### src/rtl/frame_loader.sv
// ---------------------------------------------------------------------------
// frame_loader
//
// Stream-to-memory loader. Collects a byte stream over a valid/ready
// handshake, packs each group of four bytes big-endian (first byte lands in
// bits [31:24]) into a 32-bit word, and issues one single-cycle write per
// word to the data memory. The core is held in reset until the requested
// number of words has been written.
//
// Parameters:
//   ADDR_WIDTH   width of the word index; up to 2^ADDR_WIDTH words per load
//                (must be below 30 so word offsets fit in 32 bits)
//   BASE_ADDR    word-aligned byte address of the first word written
//
// Ports:
//   Clk           system clock, rising edge
//   Reset         asynchronous active-high reset
//   Start         begin a load (honoured only in IDLE and DONE)
//   WordCount     number of words to load, latched on an accepted Start
//   ByteIn        stream data byte
//   ByteValid     ByteIn carries a valid byte
//   ByteReady     loader accepts a byte this cycle
//   MemAddress    byte address of the current/last write
//   MemWriteData  assembled word of the current/last write
//   MemWrite      single-cycle write strobe
//   CoreHold      holds the core in reset until the load completes
//   Busy          load in progress (COLLECT or WRITE)
//   Done          load complete
// ---------------------------------------------------------------------------
module frame_loader #(
    parameter int          ADDR_WIDTH = 10,
    parameter logic [31:0] BASE_ADDR  = 32'h0000_0000
) (
    input  logic                  Clk,
    input  logic                  Reset,
    input  logic                  Start,
    input  logic [ADDR_WIDTH:0]   WordCount,
    input  logic [7:0]            ByteIn,
    input  logic                  ByteValid,
    output logic                  ByteReady,
    output logic [31:0]           MemAddress,
    output logic [31:0]           MemWriteData,
    output logic                  MemWrite,
    output logic                  CoreHold,
    output logic                  Busy,
    output logic                  Done
);

    localparam logic [1:0] ST_IDLE    = 2'd0;
    localparam logic [1:0] ST_COLLECT = 2'd1;
    localparam logic [1:0] ST_WRITE   = 2'd2;
    localparam logic [1:0] ST_DONE    = 2'd3;

    logic [1:0]            state;
    logic [ADDR_WIDTH:0]   word_total;
    logic [ADDR_WIDTH-1:0] word_idx;
    logic [1:0]            byte_cnt;
    // Only the first three bytes of a word need holding; the fourth byte is
    // merged straight into the output word register when it arrives.
    logic [23:0]           word_sr;
    logic [31:0]           addr_q;
    logic [31:0]           data_q;

    // word_idx + 1, one bit wider so a full 2^ADDR_WIDTH load compares
    // correctly against the latched word count.
    logic [ADDR_WIDTH:0]   idx_next;
    logic [31:0]           word_offset;

    assign idx_next    = {1'b0, word_idx} + {{ADDR_WIDTH{1'b0}}, 1'b1};
    assign word_offset = {{(30 - ADDR_WIDTH){1'b0}}, word_idx, 2'b00};

    always_ff @(posedge Clk or posedge Reset) begin
        if (Reset) begin
            state      <= ST_IDLE;
            word_total <= '0;
            word_idx   <= '0;
            byte_cnt   <= '0;
            word_sr    <= '0;
            addr_q     <= BASE_ADDR;
            data_q     <= '0;
        end else begin
            case (state)
                ST_IDLE, ST_DONE: begin
                    if (Start) begin
                        if (WordCount != '0) begin
                            word_total <= WordCount;
                            word_idx   <= '0;
                            byte_cnt   <= '0;
                            state      <= ST_COLLECT;
                        end else begin
                            state <= ST_DONE;
                        end
                    end
                end
                ST_COLLECT: begin
                    // ByteReady is high throughout COLLECT, so ByteValid
                    // alone marks a transfer.
                    if (ByteValid) begin
                        word_sr  <= {word_sr[15:0], ByteIn};
                        byte_cnt <= byte_cnt + 2'd1;
                        if (byte_cnt == 2'd3) begin
                            // Output registers change only here, so they hold
                            // their last values whenever MemWrite is low.
                            data_q <= {word_sr, ByteIn};
                            addr_q <= BASE_ADDR + word_offset;
                            state  <= ST_WRITE;
                        end
                    end
                end
                ST_WRITE: begin
                    if (idx_next == word_total) begin
                        state <= ST_DONE;
                    end else begin
                        word_idx <= idx_next[ADDR_WIDTH-1:0];
                        byte_cnt <= '0;
                        state    <= ST_COLLECT;
                    end
                end
                default: state <= ST_IDLE;
            endcase
        end
    end

    assign ByteReady    = (state == ST_COLLECT);
    assign MemWrite     = (state == ST_WRITE);
    assign MemAddress   = addr_q;
    assign MemWriteData = data_q;
    assign CoreHold     = (state != ST_DONE);
    assign Busy         = (state == ST_COLLECT) || (state == ST_WRITE);
    assign Done         = (state == ST_DONE);

endmodule
### config.mk
export PLATFORM = sky130hd
export DESIGN_NAME = frame_loader
export DESIGN_NICKNAME = d
export VERILOG_FILES = /design/src/rtl/frame_loader.sv
export SDC_FILE = /design/constraint.sdc
export NUM_CORES = 1
export LEC_CHECK = 0
export ABC_AREA = 1
export CAP_MARGIN = 20
export CORE_MARGIN = 1
export CORE_UTILIZATION = 50
export DETAILED_ROUTE_END_ITERATION = 10
export HOLD_SLACK_MARGIN = 0.06
export PLACE_DENSITY_LB_ADDON = 0.12
export SYNTH_ARGS = -nofsm -noshare
export SYNTH_HDL_FRONTEND = slang
export SYNTH_SLANG_ARGS = --single-unit
### constraint.sdc
create_clock -name Clk -period 3.59 [get_ports Clk]
set_input_delay 0.359 -clock Clk [delete_from_list [all_inputs] [get_ports Clk]]
set_output_delay 0.359 -clock Clk [all_outputs]
set_load 0.1 [all_outputs]
==> out/metrics.cfg, run 1 <==
[status]
status=complete, no violations

[hold_path]
hold_path_class=input pin to asynchronous set/reset pin

[grt]
grt_pass1_vias=3095
grt_util_all_layers_pct=20.92
grt_max_degree=57
antenna_found_initial=0
grt_pass1_wl_um=14450
grt-ovfl-total=0

[critical_path]
crit_path_end_kind=primary output
rr_worst_depth=12
cp.arrival_ns=2.29
cp_max_fo=5
worstSetupPathType=flip-flop to primary output
cp.required_ns=3.23
cp-start-kind=flip-flop

[floorplanning]
die_w_um=94.31
coreArea_um2=8217
io_pins=92
initial_core_util_pct=51.85
dieArea_um2=8893
rows=33
die_height_um=94.31

[sta]
max_slew_margin_pct=33.11
rsz0062_at_grt=false
whs_ns=0.3142
finalSetupTns_ns=0
fmax_mhz=377.4
finalCritPeriodShare_pct=73.81
drv_slew=0
tightest_slew_ns=1.000
clock_skew_ns=0.01568
setup_viol=0
layout_setup_ws_ns=0.9404
period_minus_slack_ns=2.650
hold_violations=0

[synth]
synth_warnings=0
yosysUniqueCellTypes=30
synth_area_um2=4260
synth_edf_count=0
syn_area_per_cell_um2=8.659
ys_ff_latch=91
synthCells=492
ys.flop_type=dfrtp_1
synth-async-reset-ratio_pct=100.0
synth-seq-area-share_pct=53.45

[clock_network]
h-tree-depth=3
clock_sinks=91
clk_pin_slew_ns=0.10
cts-resized-gates=0
cts.path.max_buffers=2
root_buffer=clkbuf_8
cts_tree=done
clk_latency_ns=0.35
ctsHoldBuffers=0
post_cts_buffers=0
cts_buffers=9

[detailed_routing]
vias=3237
wl_met2_um=3569
totalWireLength_um=8191
wl_met1_um=4112
first_pass_iters=4
ant_nets=0
wl_per_cell_um=12.26
dr.first_iter.drc_count=163
maxUsedRoutingLayer=met4
via_per_inst=4.846
met3_length_um=369
drc_errors=0

[power]
vdd_ir_drop_max_v=0.0005303
p_leak_nw=2.488
p_per_area_nw_per_um2=893.9

[placed_design]
gp_congestion=0.8095
dpl.hpwl_um=5975
portBuffers=69
place_ws_ns=1.316
place_inst=652

[final_layout]
drive_gt1_share_pct=8.171
fin_cells=668
fill_cells=729
n_antenna_cell=0
area_growth_pct=21.03
final_nets=587

[job]
max-cap-violations=0

[final timing paths]
path	start	endpoint	slack (ns)
setup / recovery	state[1]	ByteReady	0.94
hold / removal	Reset	MemWriteData[27]	0.31
setup reg to reg	word_idx[0]	word_idx[1]	1.41
hold reg to reg	word_sr[18]	word_sr[18]	0.49
max in group asynchronous	Reset	word_total[6]	2.48
min in group Clk	word_sr[18]	word_sr[18]	0.49
[layout by cell type (no fill, tap or decap), drive strengths merged, types with 2 or more instances in the layout]
master	netlist	routed
clkdlybuf4s50	0	68
inv	58	59
clkinv	2	5
mux2	9	9
clkbuf	14	11
nand3	18	18
nand3b	4	4
dfrtp	91	91
conb	1	22
nor2	25	25
nand2	139	139
nand4	15	15
o21ai	69	69
ha	6	6
buf	27	7
a21oi	7	7
nor4	2	2
[flip-flops by register name (all words and copies together), names as in the netlist]
| name | count |
|---|---|
| MemWriteData | 32 |
| word_sr | 24 |
| word_total | 11 |
| MemAddress | 10 |
| word_idx | 10 |
| byte_cnt | 2 |
| state | 2 |
[synthesized netlist by cell type (4+ instances only)]
master / n / area, um2
nand2_1: 136 / 510.5
dfrtp_1: 91 / 2277
o21ai_0: 68 / 340.3
inv_1: 58 / 217.7
buf_4: 23 / 172.7
nor2_1: 19 / 71.32
nand4_1: 15 / 93.84
nand3_1: 14 / 70.07
clkbuf_1: 13 / 48.80
mux2_2: 9 / 101.4
a21oi_1: 7 / 35.03
ha_1: 6 / 75.07
nand3b_1: 4 / 30.03
nor2_2: 4 / 25.02
[cell families (layout without fill, tap and decap cells)]
group | Yosys count | count (layout) | synth area share, %
buffers and inverters | 101 | 151 | 11.22
XOR/XNOR | 2 | 2 | 0.4112
multiplexers | 9 | 9 | 2.379
adder cells (fa/ha/maj) | 6 | 6 | 1.762
other | 1 | 22 | 0.08802
flip-flops | 91 | 91 | 53.45
AO/OA/AOI/OAI | 77 | 77 | 9.075
AND/OR/NAND/NOR | 205 | 205 | 21.62
[per-layer routing]
metal	GRT usage (%)	up-vias
met5	0	-
met4	8.974	0
li1	-	1657
met2	31.16	84
met3	3.560	11
met1	30.11	1485
[report_power, final]
group	total [mW]	internal (mW)	switching (mW)
logic	2.40	0.558	1.84
clock network	0.644	0.281	0.363
registers	1.57	1.36	0.205
[layout make-up]
type	count	area [um2]	area share, %
inverter	60	226.5	4.392
timing repair buffer	75	745.7	14.46
sequential	91	2277	44.16
clock buffer	11	141.4	2.742
multi-input combinational	321	1589	30.82
clock inverter	5	45.04	0.8736
tap	105	131.4	2.548
[per-stage QoR]
stage	power [mW]	area (um2)	utilization, %
after global placement	3.959	4970	60.48
after floorplan	3.466	4339	-
after global routing	4.884	5156	62.75
after detailed placement	4.005	4970	60.48
after CTS	4.654	5156	62.75
final	4.609	5156	62.75
[worst max-delay path, stage by stage, from the launching register on]
cell and delay, ns:
dfrtp_1 0.43, inv_1 0.10, ha_1 0.25, clkdlybuf4s50_1 1.17
Power figures use the tool's default switching activity.
==> run 2, diff against run 1 <==
- clock period: 3.59 -> 2.8 ns (I/O delays scaled with it)
==> run 2 against run 1 <==
Global-route usage increased by 0.34 points. Flip-flop and latch count unchanged. Combinational power increased by 25%. Critical path depth increased by 9. Routed wire length increased by 3.9%. Highest routed layer unchanged.
==> out/metrics.cfg, run 2 (synthesis results as in run 1) <==
[status]
status=complete, no violations

[power]
seqPwrFrac_pct=33.8
p_int_mw=2.838
swShare_pct=52.69
combPwrFrac_pct=50.3
p_leak_nw=2.606
vdd_ir_drop_max_v=0.0008419
clkPwrFrac_pct=15.9
p_per_area_nw_per_um2=1175
switching_power_mw=3.160

[detailed_routing]
wl_per_cell_um=12.67
first_pass_iters=5
vias=3247
drc_errors=0
via_per_inst=4.832
totalWireLength_um=8513
ant_nets=0
dr.first_iter.drc_count=111

[sta]
finalSetupTns_ns=0
rsz0062_at_grt=false
clock_skew_ns=0.01795
fmax_mhz=442.0
whs_ns=0.2069
drv_slew=0
finalCritPeriodShare_pct=80.81
setup_viol=0
period_minus_slack_ns=2.263
max_slew_margin_pct=51.75
tightest_slew_ns=0.7230
hold_violations=0

[floorplanning]
dieArea_um2=8893
initial_core_util_pct=51.85
rows=33
coreArea_um2=8217
die_height_um=94.31
die_w_um=94.31
io_pins=92

[final_layout]
drive_gt1_share_pct=17.11
fin_area_um2=5102
largest_reg_flops=32
area_growth_pct=19.76
layout_commonest_cell=nand2_1
n_antenna_cell=0
final_cell_mix=nand2_1, dfrtp_1, o21ai_0
final_nets=591

[critical_path]
cp.required_ns=3.05
cp.arrival_ns=2.51
crit_path_end_kind=flip-flop
crit_chain=ha_1 > nand2_2 > nor2_4 > nand2_1 > xor2_1 > clkinv_1 > nand2_1 > nand2_2 > nand3_4 > nand3_4 > nand2_1 > nand2_1
cp-start-kind=flip-flop
cp_max_fo=15
cpPeakStageDelay_ns=0.50
slowest_stage=dfrtp_1
cpMostUsedCell=nand2_1
worstSetupPathType=flip-flop to flip-flop

[clock_network]
ctsHoldBuffers=0
cts_tree=done
clock_sinks=91
cts-resized-gates=0
clk_pin_slew_ns=0.11
cts.path.max_buffers=2
h-tree-depth=3
clk_latency_ns=0.36
cts_buffers=9
post_cts_buffers=0
root_buffer=clkbuf_8

[placed_design]
post_dp_cell_area_um2=4885
dpl.hpwl_um=6245
portBuffers=69
gp_congestion=0.8395

[grt]
grt_pass1_wl_um=14600
busiest_layer=met1
grt-ovfl-total=0
grtUsageMet1_pct=31.55
use_met3_pct=3.722
grt_max_degree=49
grt_util_all_layers_pct=21.27
antenna_found_initial=0
grt_pass1_vias=3110
met2_usage_pct=31.46

[job]
max-cap-violations=0

[hold_path]
hold_path_class=input pin to asynchronous set/reset pin

run 2: cell count changes in the layout (fill, tap and decap cells not counted), sizes merged:
cell / previous run / this run
buf: 7 / 57
bufinv: 0 / 1
clkbuf: 11 / 9
clkdlybuf4s50: 68 / 22
clkinv: 5 / 4
inv: 59 / 61
run 2: path summary, 6_finish.rpt:
kind	start	to	slack (ns)	depth (start not counted)
setup / recovery	word_idx[0]	word_idx[1]	0.54	12
hold / removal	Reset	word_sr[7]	0.21	2
setup reg to reg	word_idx[0]	word_idx[1]	0.54	12
hold reg to reg	word_sr[13]	word_sr[13]	0.49	2
max in group asynchronous	Reset	word_total[5]	2.00	3
min in group Clk	word_sr[13]	word_sr[13]	0.49	2
run 2: per-stage QoR:
step           setup WS [ns]  total power, mW  cells  util, %
2_1_floorplan         0.1549            4.445    513        -
3_3_place_gp          0.6208            5.024    656    59.45
3_5_place_dp          0.6034            5.087    656    59.45
4_1_cts               0.5712            6.037    672    62.10
5_1_grt               0.2593            6.335    672    62.10
6_report              0.5374            5.998    672    62.10
run 2: layout make-up:
type,instances,area [um2]
Timing Repair Buffer,79,660.6
Clock inverter,7,93.84
Sequential cell,91,2277
Clock buffer,9,123.9
Inverter,60,226.5
Tap cell,105,131.4
Multi-Input combinational cell,321,1589
Fill cell,747,3114
run 2: worst max-delay path, delay by kind of cell (launching register included):
family	cells	cell delay, ns
adder cells (fa/ha/maj)	1	0.29
buffers and inverters	1	0.11
AND/OR/NAND/NOR	9	1.05
XOR/XNOR	1	0.20
flip-flops	1	0.50
run 2: power groups by stage:
stage / Combinational (mW) / Clock, mW / Sequential [mW]
finish: 3.01 / 0.955 / 2.03
global route: 3.22 / 1.03 / 2.08
CTS: 3.04 / 0.973 / 2.03
detailed placement: 3.03 / 0 / 2.05
global placement: 2.99 / 0 / 2.04
floorplan: 1.16 / 0 / 3.29
run 2: layer usage:
metal	vias to the layer above	routed length, um
li1	1669	-
met1	1474	4237
met2	94	3762
met3	10	415
met4	0	97
met5	-	0
